==> config.mk <==
export PLATFORM = sky130hd
export DESIGN_NAME = seed_random_1_card_receiver
export DESIGN_NICKNAME = d
export VERILOG_FILES = /design/src/rtl/seed_random_1_card_receiver_pkg.sv /design/src/rtl/seed_random_1_data_path.sv /design/src/rtl/seed_random_1_deck_tracker.sv /design/src/rtl/seed_random_1_card_receiver.sv
export SDC_FILE = /design/constraint.sdc
export NUM_CORES = 1
export LEC_CHECK = 0
export CAP_MARGIN = 20
export CELL_PAD_IN_SITES_DETAIL_PLACEMENT = 0
export CELL_PAD_IN_SITES_GLOBAL_PLACEMENT = 2
export CORE_ASPECT_RATIO = 0.5
export CORE_MARGIN = 1
export CORE_UTILIZATION = 37
export CTS_CLUSTER_DIAMETER = 50
export DETAILED_ROUTE_END_ITERATION = 7
export GPL_ROUTABILITY_DRIVEN = 0
export PLACE_DENSITY_LB_ADDON = 0.1
export SYNTH_ARGS = -nofsm -noshare
export SYNTH_HDL_FRONTEND = slang
export SYNTH_SLANG_ARGS = --single-unit
==> constraint.sdc <==
create_clock -name clk_cr_i -period 3.3 [get_ports clk_cr_i]
set_clock_uncertainty 0.05 [all_clocks]
set_input_delay 0.33 -clock clk_cr_i [delete_from_list [all_inputs] [get_ports clk_cr_i]]
set_output_delay 0.33 -clock clk_cr_i [all_outputs]
set_load 0.05 [all_outputs]
==> src/rtl/seed_random_1_card_receiver_pkg.sv <==
// Shared types for the card receiver: FSM states, deck constants, card type.
// Pure declarations; no logic, no latency.
package seed_random_1_card_receiver_pkg;

    typedef enum logic [2:0] {
        IDLE,
        REQ,
        WAIT,
        CHECK,
        DONE
    } state_t;

    localparam int         DECK_SIZE    = 52;
    localparam logic [7:0] CARD_INVALID = 8'hFF;

    typedef logic [7:0] card_t;

endpackage

==> src/rtl/seed_random_1_data_path.sv <==
// Card source stage: presents the externally supplied card only in the cycle after a request.
// Latency: card valid one cycle after req_card_state_dp_i; outside that window it reads CARD_INVALID.
// No backpressure: one request in flight at a time, enforced by the receiver FSM.
module seed_random_1_data_path
    import seed_random_1_card_receiver_pkg::*;
(
    input  logic  clk_dp_i,
    input  logic  rst_dp_i,
    input  logic  req_card_state_dp_i,
    input  card_t card_src_dp_i,
    output card_t card_to_send_dp_o
);

    logic pending;

    always_ff @(posedge clk_dp_i or posedge rst_dp_i) begin
        if (rst_dp_i) begin
            pending <= 1'b0;
        end else begin
            pending <= req_card_state_dp_i;
        end
    end

    assign card_to_send_dp_o = pending ? card_src_dp_i : CARD_INVALID;

endmodule

==> src/rtl/seed_random_1_deck_tracker.sv <==
// Tracks which of the 52 cards are dealt, judges card validity and counts cards left.
// Latency: validity is combinational; mask/count update on the commit or clear edge.
// No backpressure: clear and commit are single-cycle strobes from the receiver FSM.
module seed_random_1_deck_tracker
    import seed_random_1_card_receiver_pkg::*;
(
    input  logic       clk,
    input  logic       rst,
    input  logic       clear,
    input  logic       commit,
    input  card_t      card,
    output logic       valid,
    output logic [5:0] cards_left
);

    logic [DECK_SIZE-1:0] used;
    logic                 in_range;

    assign in_range = (card < 8'(DECK_SIZE));
    assign valid    = in_range && !used[card[5:0]];

    always_ff @(posedge clk or posedge rst) begin
        if (rst) begin
            used       <= '0;
            cards_left <= 6'(DECK_SIZE);
        end else if (clear) begin
            used       <= '0;
            cards_left <= 6'(DECK_SIZE);
        end else if (commit) begin
            used[card[5:0]] <= 1'b1;
            cards_left      <= cards_left - 6'd1;
        end
    end

endmodule

==> src/rtl/seed_random_1_card_receiver.sv <==
// Deals a hand by requesting cards from the data path and keeping only unused deck cards.
// Latency: one request every 3 cycles (REQ, WAIT, CHECK); hand_done pulses one cycle after the last card.
// No backpressure: deal/clear requests arriving while busy are dropped.
module seed_random_1_card_receiver
    import seed_random_1_card_receiver_pkg::*;
#(
    parameter int HAND_MAX  = 5,
    parameter int RETRY_MAX = 15
) (
    input  logic       clk_cr_i,
    input  logic       rst_cr_i,
    input  logic       deal_start_cr_i,
    input  logic [2:0] hand_size_cr_i,
    input  logic       deck_clear_cr_i,
    input  logic [7:0] card_to_send_cr_i,
    output logic       req_card_state_cr_o,
    input  logic [2:0] rd_idx_cr_i,
    output logic [7:0] rd_card_cr_o,
    output logic       busy_cr_o,
    output logic       hand_done_cr_o,
    output logic       error_cr_o,
    output logic [5:0] cards_left_cr_o
);

    localparam int RW = (RETRY_MAX < 2) ? 1 : $clog2(RETRY_MAX + 1);

    state_t        state, state_next;
    logic [2:0]    size_q, count_q;
    logic [RW-1:0] retry_q;
    logic          error_q;
    card_t         card_q;
    card_t         card_from_dp;
    card_t         slots [HAND_MAX];

    logic       size_ok, accept, bad_size, commit, reject, fail, deck_clear;
    logic       card_valid;
    logic [5:0] cards_left;

    seed_random_1_data_path u_data_path (
        .clk_dp_i            (clk_cr_i),
        .rst_dp_i            (rst_cr_i),
        .req_card_state_dp_i (req_card_state_cr_o),
        .card_src_dp_i       (card_to_send_cr_i),
        .card_to_send_dp_o   (card_from_dp)
    );

    seed_random_1_deck_tracker u_deck_tracker (
        .clk        (clk_cr_i),
        .rst        (rst_cr_i),
        .clear      (deck_clear),
        .commit     (commit),
        .card       (card_q),
        .valid      (card_valid),
        .cards_left (cards_left)
    );

    assign size_ok = (hand_size_cr_i != 3'd0) && (int'(hand_size_cr_i) <= HAND_MAX);

    // An empty deck is routed through CHECK so the error is raised without a request pulse.
    always_comb begin
        state_next = state;
        accept     = 1'b0;
        bad_size   = 1'b0;
        commit     = 1'b0;
        reject     = 1'b0;
        fail       = 1'b0;
        deck_clear = 1'b0;
        case (state)
            IDLE: begin
                deck_clear = deck_clear_cr_i;
                if (deal_start_cr_i) begin
                    if (size_ok) begin
                        accept     = 1'b1;
                        state_next = (cards_left == 6'd0 && !deck_clear_cr_i) ? CHECK : REQ;
                    end else begin
                        bad_size = 1'b1;
                    end
                end
            end
            REQ:  state_next = WAIT;
            WAIT: state_next = CHECK;
            CHECK: begin
                if (cards_left == 6'd0) begin
                    fail       = 1'b1;
                    state_next = IDLE;
                end else if (card_valid) begin
                    commit = 1'b1;
                    if (count_q + 3'd1 == size_q) begin
                        state_next = DONE;
                    end else if (cards_left == 6'd1) begin
                        state_next = CHECK;
                    end else begin
                        state_next = REQ;
                    end
                end else begin
                    reject = 1'b1;
                    if (retry_q == RW'(RETRY_MAX - 1)) begin
                        fail       = 1'b1;
                        state_next = IDLE;
                    end else begin
                        state_next = REQ;
                    end
                end
            end
            DONE:    state_next = IDLE;
            default: state_next = IDLE;
        endcase
    end

    always_ff @(posedge clk_cr_i or posedge rst_cr_i) begin
        if (rst_cr_i) begin
            state   <= IDLE;
            size_q  <= 3'd0;
            count_q <= 3'd0;
            retry_q <= '0;
            error_q <= 1'b0;
            card_q  <= CARD_INVALID;
            for (int i = 0; i < HAND_MAX; i++) begin
                slots[i] <= CARD_INVALID;
            end
        end else begin
            state <= state_next;
            if (accept) begin
                size_q  <= hand_size_cr_i;
                count_q <= 3'd0;
                retry_q <= '0;
                error_q <= 1'b0;
            end
            if (bad_size || fail) begin
                error_q <= 1'b1;
            end
            if (state == WAIT) begin
                card_q <= card_from_dp;
            end
            if (commit) begin
                slots[count_q] <= card_q;
                count_q        <= count_q + 3'd1;
                retry_q        <= '0;
            end
            if (reject) begin
                retry_q <= retry_q + RW'(1);
            end
        end
    end

    assign req_card_state_cr_o = (state == REQ);
    assign hand_done_cr_o      = (state == DONE);
    assign busy_cr_o           = (state != IDLE);
    assign error_cr_o          = error_q;
    assign cards_left_cr_o     = cards_left;
    assign rd_card_cr_o        = (int'(rd_idx_cr_i) < HAND_MAX) ? slots[rd_idx_cr_i] : CARD_INVALID;

endmodule

==> Word-level counts from Yosys, hierarchy flattened <==
Index checks and enable logic that the tools add are counted.
{ "totals": {"word_cells": 103, "out_inout_bits": 18, "input_bits": 18, "reg_bits": 121} }
{ "classes": {"bitwise": 3, "n_reduce_logical": 17, "addsub": 3, "magnitude_cmp": 8, "n_mux": 49, "n_eq_ne": 9} }
{ "op_table": {"columns": ["op", "count"], "rows": [
  ["$mux 52", 2],
  ["$or 52x52->52", 1],
  ["$bwmux 40", 1],
  ["$mux 8", 5],
  ["$bmux 8 s3", 1],
  ["$demux 8 s3", 1],
  ["$mux 1", 22],
  ["$mux 3", 7],
  ["$mux 4", 3],
  ["$mux 6", 2],
  ["$pmux 3 s4", 1],
  ["$reduce_bool 3->1", 3],
  ["$ge 4x4->1 const B", 2],
  ["$lt 8x6->1 const B", 1],
  ["$not 3->4", 2],
  ["$lt 6x7->1 const B", 1],
  ["$bmux 1 s6", 1],
  ["$demux 1 s6", 1],
  ["$eq 3x2->1 const B", 2],
  ["$eq 6x1->1 const B", 1],
  ["$ge 6x1->1 const B", 1],
  ["$logic_not 6->1", 1],
  ["$reduce_bool 2->1", 3],
  ["$sub 6x1->6 const B", 1],
  ["other kinds (16)", 23]
]} }

==> Depth between registers and ports, before layout <==
{ "depth": {"depth_word": 9, "ltp_mapped": 11, "depth_no_buf": 7} }

==> Modules after synthesis <==
Synthesis repeated with hierarchy kept, for this count alone.
{ "unflattened": {"cells_unflattened": 510, "area_unflattened_um2": 5936.9} }
{ "by_module_without_submodules": {"columns": ["mod", "seq_area_each_um2", "cells_per_inst", "area_per_inst_um2", "instances"], "rows": [
  ["seed_random_1_card_receiver", 1611.5, 220, 3108.0, 1],
  ["seed_random_1_deck_tracker", 1455.1, 280, 2750.1, 1],
  ["seed_random_1_data_path", 25.0, 10, 78.8, 1]
]} }

==> Least setup slack after synthesis <==
Ideal clock, no wire load.
{ "synth_timing": {"path_kind": "register to register", "from": "reg card_q[1]", "to": "reg u_deck_tracker.cards_left[0]", "setup_time_ps": 151, "t_required_ps": 3099, "period_less_slack_ps": 2693, "path_slack_ps": 607, "arrival_ps": 2491, "n_path_buf": 3, "stages_incl_launch_ff": 10, "path_cell_list": "dfstp_2 -> buf_6 -> mux4_2 -> a22oi_2 -> o311ai_2 -> nor3_4 -> nand4_2 -> buf_4 -> buf_6 -> mux2i_1"} }
{ "synth_via": {"elab_chain_len": 8, "elab_cells_between_ends": 9, "classes_between": "1 x order compare; 5 x mux; 3 x reduce/logical"} }
{ "synth_lines": {"columns": ["item", "line_no", "rtl"], "rows": [
  ["start, declared", "seed_random_1_card_receiver.sv:31", "card_t card_q;"],
  ["start signal, assigned", "seed_random_1_card_receiver.sv:133", "card_q <= card_from_dp;"],
  ["$bmux 1 s6", "seed_random_1_deck_tracker.sv:20", "assign valid = in_range && !used[card[5:0]];"],
  ["$mux 1 (not written as such)", "seed_random_1_deck_tracker.sv:20", null],
  ["$logic_not 1->1", "seed_random_1_deck_tracker.sv:20", null],
  ["$logic_and 1x1->1 (*)", "seed_random_1_deck_tracker.sv:20", null],
  ["$mux 1 (*)", "seed_random_1_card_receiver.sv:86", "end else if (card_valid) begin"],
  ["$mux 1 (*)", "seed_random_1_card_receiver.sv:83", "if (cards_left == 6'd0) begin"],
  ["$mux 1 (*)", "seed_random_1_card_receiver.sv:68", "case (state)"],
  ["$reduce_bool 2->1 (no line) (*)", null, null],
  ["end signal, assigned", "seed_random_1_deck_tracker.sv:25", "cards_left <= 6'(DECK_SIZE);"],
  ["end signal, assigned", "seed_random_1_deck_tracker.sv:28", "cards_left <= 6'(DECK_SIZE);"],
  ["end signal, assigned", "seed_random_1_deck_tracker.sv:31", "cards_left <= cards_left - 6'd1;"],
  ["end, declared", "seed_random_1_deck_tracker.sv:13", "output logic [5:0] cards_left"]
]} }
Every way passes the cells marked *; elsewhere a longest branch is shown, timed or not. The select of a mux whose other input is x is not followed.
A chain may end at the register's enable or synchronous reset.

==> Worst setup path after layout <==
{ "layout_timing": {"from": "reg card_q[2]", "to": "reg u_deck_tracker.cards_left[2]"} }
The elaborated chain is that of the path after synthesis.

==> qor.csv <==
metric,value,unit
cp.arrival,3340,ps
numPortBuffers,35,
maxCapViolCount,0,
clkSinkCount,121,
tightestPinTransition,952,ps
clock_latency,420,ps
synth_edf_count,0,
core-area,15700,um^2
fin_crit,3040,ps
synthesis.nets,544,
rsz0062_at_grt,no,
cts_tree,yes,
die_area,16800,um^2
whs,380,ps
worstPathRequired,3600,ps
async_reset_ff_share,100,%
synthToLayoutAreaGrowth,19.8,%
cts.htree.levels,4,
synth_top_flop_cell,dfrtp_1,
finalCoreUtilization,46.2,%
hold_viol,0,
ctsHoldBuffers,0,
grt_pass1_vias,4330,
rows,32,
p_leak,3.11,nW
vias_per_cell,5.39,
vias,4250,
drive_gt1_share,30.9,%
multiInputGateArea,2710,um^2
clock_path_buffers,2,
ctsResizeCount,0,
critPathMaxStageDelay,870,ps
drtIter0Drc,306,
dr.pass1.iters,4,
grt_pass1_wl,25500,um
postCtsSetupBuffers,0,
status,completed,
post-route-period-util,92.1,%
detailed_place_hpwl,9970,um
synth.avg_cell_area,11.6,um^2
drc_errors,0,
synth_seq_cells,121,
grt_start_max_net_pins,122,
power_per_cell_area,814,nW/um^2
peakVddDrop,0.392,mV
min-delay-path-class,in2reg,
setup_ws,261,ps
fillers,1448,
ant_nets,0,
yosys_warnings,0,
nets,577,
endpoint_kind,register,
critical_path.cell_chain,mux4_2 -> a22oi_2 -> o311ai_2 -> or3_1 -> or4_4 -> mux2i_1,
slew_headroom,36.1,%
clk_pin_slew,60,ps
crit_type,reg2reg,
wl_per_cell,19.9,um
yosysUniqueCellTypes,55,
place_inst,756,
grt-busiest-layer,met1,
slew_viol_final,0,
yosysSeqAreaShare,51.3,%
setup_viol_count_final,0,
regArea,3090,um^2
routed_wl,15700,um
synthesis.area,6030,um^2
grt.met1_usage,30.2,%
die_w,183,um
use_met3,4.25,%
io_pins,36,
syn_inst,521,
critPathBufInv,0,
grt_overflow_total,0,
cp_top_family,simple AND/OR/NAND/NOR gates,
slowest_stage,dfstp_2,
cts_buffers,17,
fmax,329,MHz
critPathLaunchType,register,
cts_root_buf,clkbuf_16,
antenna_found_initial,0,
pre_cts_slack,248,ps
diodes,0,
start_util,38.5,%
path_max_fanout,26,
track_usage,20.4,%
grt_use_met2,29.7,%
die_h,92.3,um
finalSetupTns,0,ps
layout.cells.non_filler,788,
## cells by family (layout without fill, tap and decap cells)
group / count (synthesis) / count (layout) / share of synthesized area [%]
AND/OR/NAND/NOR: 173 / 173 / 14.9
flip-flops: 121 / 121 / 51.3
AO/OA/AOI/OAI: 101 / 101 / 13.4
multiplexers: 63 / 63 / 14.9
buffers and inverters: 54 / 100 / 3.92
adder cells (fa/ha/maj): 5 / 5 / 1.04
XOR/XNOR: 4 / 4 / 0.581
## stage by stage
step                      instance area [um^2]  total power [W]
after floorplan                           6040          0.00348
after global placement                    6640          0.00406
after detailed placement                  6640          0.00407
after CTS                                 7230          0.00597
after global routing                      7230          0.00624
final                                     7230          0.00589
## tightest hold or removal path, cell delays in order
cell             delay, ps
clkdlybuf4s50_1        400
inv_1                   50
a31oi_1                 70
## path summary, 6_finish.rpt
kind                                    startpoint                           end  slack, ps  cells after the start
setup / recovery                         card_q[2]  u_deck_tracker.cards_left[2]        260                      6
hold / removal                card_to_send_cr_i[5]                     card_q[5]        380                      3
hold reg to reg            u_deck_tracker.used[28]       u_deck_tracker.used[28]        430                      2
max in group asynchronous                 rst_cr_i  u_deck_tracker.cards_left[0]       2290                      3
setup reg to reg                         card_q[2]  u_deck_tracker.cards_left[2]        260                      6
min in group asynchronous                 rst_cr_i       u_deck_tracker.used[48]        430                      3
## where the power goes
part           switching [W]  internal (W)  total (W)
clock               0.000740       0.00112    0.00186
combinational        0.00105      0.000670    0.00172
sequential          0.000400       0.00191    0.00231
total                0.00219       0.00370    0.00589
## flip-flops by register name, indices dropped and copies added (netlist names)
| signal | cells |
|---|---|
| card_q | 8 |
| count_q | 3 |
| error_cr_o | 1 |
| retry_q | 4 |
| size_q | 3 |
| slots | 40 |
| state | 3 |
| u_data_path.pending | 1 |
| u_deck_tracker.cards_left | 6 |
| u_deck_tracker.used | 52 |
## cell type report
type / instances / area share (%)
inverters: 17 / 0.935
repair buffers: 51 / 6.82
clock buffers: 17 / 5.89
flip-flops and latches: 121 / 42.8
well taps: 221 / 3.83
multi-input cells: 346 / 37.4
clock inverters: 15 / 2.30
## cells in the mapped netlist (7+ instances only)
master    count  share of area, %
nand2_1      76               4.7
dfrtp_1      70                29
dfstp_2      51                22
o31ai_1      45               5.6
mux2_2       33               6.2
clkbuf_1     22               1.4
nor2_1       22               1.4
mux4_2       18               6.7
inv_1        17               1.1
and2_1       15               1.6
mux2i_1      12               2.0
o21ai_0      11              0.91
nand3_1       9              0.75
o22a_1        8               1.2
nor3_1        7              0.58
## cells in the final DEF (no fill, tap or decap), drive strengths merged, types with 3 or more instances in the layout
master,count
o41ai,4
nor2b,6
inv,21
or3,4
nor3,8
mux2,33
and2,15
clkdlybuf4s50,34
nor2,22
o22a,8
dfrtp,70
clkinvlp,4
nand4,9
dfstp,51
clkbuf,17
mux2i,12
mux4,18
nand3b,3
buf,17
o31ai,49
a31oi,4
ha,5
o21ai,13
nor4b,3
o311ai,4
clkinv,5
a311oi,3
nand2,76
a21oi,5
nor4,6
nand3,9
## layer usage
metal | vias up | wire (um)
met5 | - | 0
met4 | 0 | 165
met2 | 72 | 7020
li1 | 1993 | -
met3 | 16 | 572
met1 | 2169 | 7920
(Power assumes the default switching activity.)
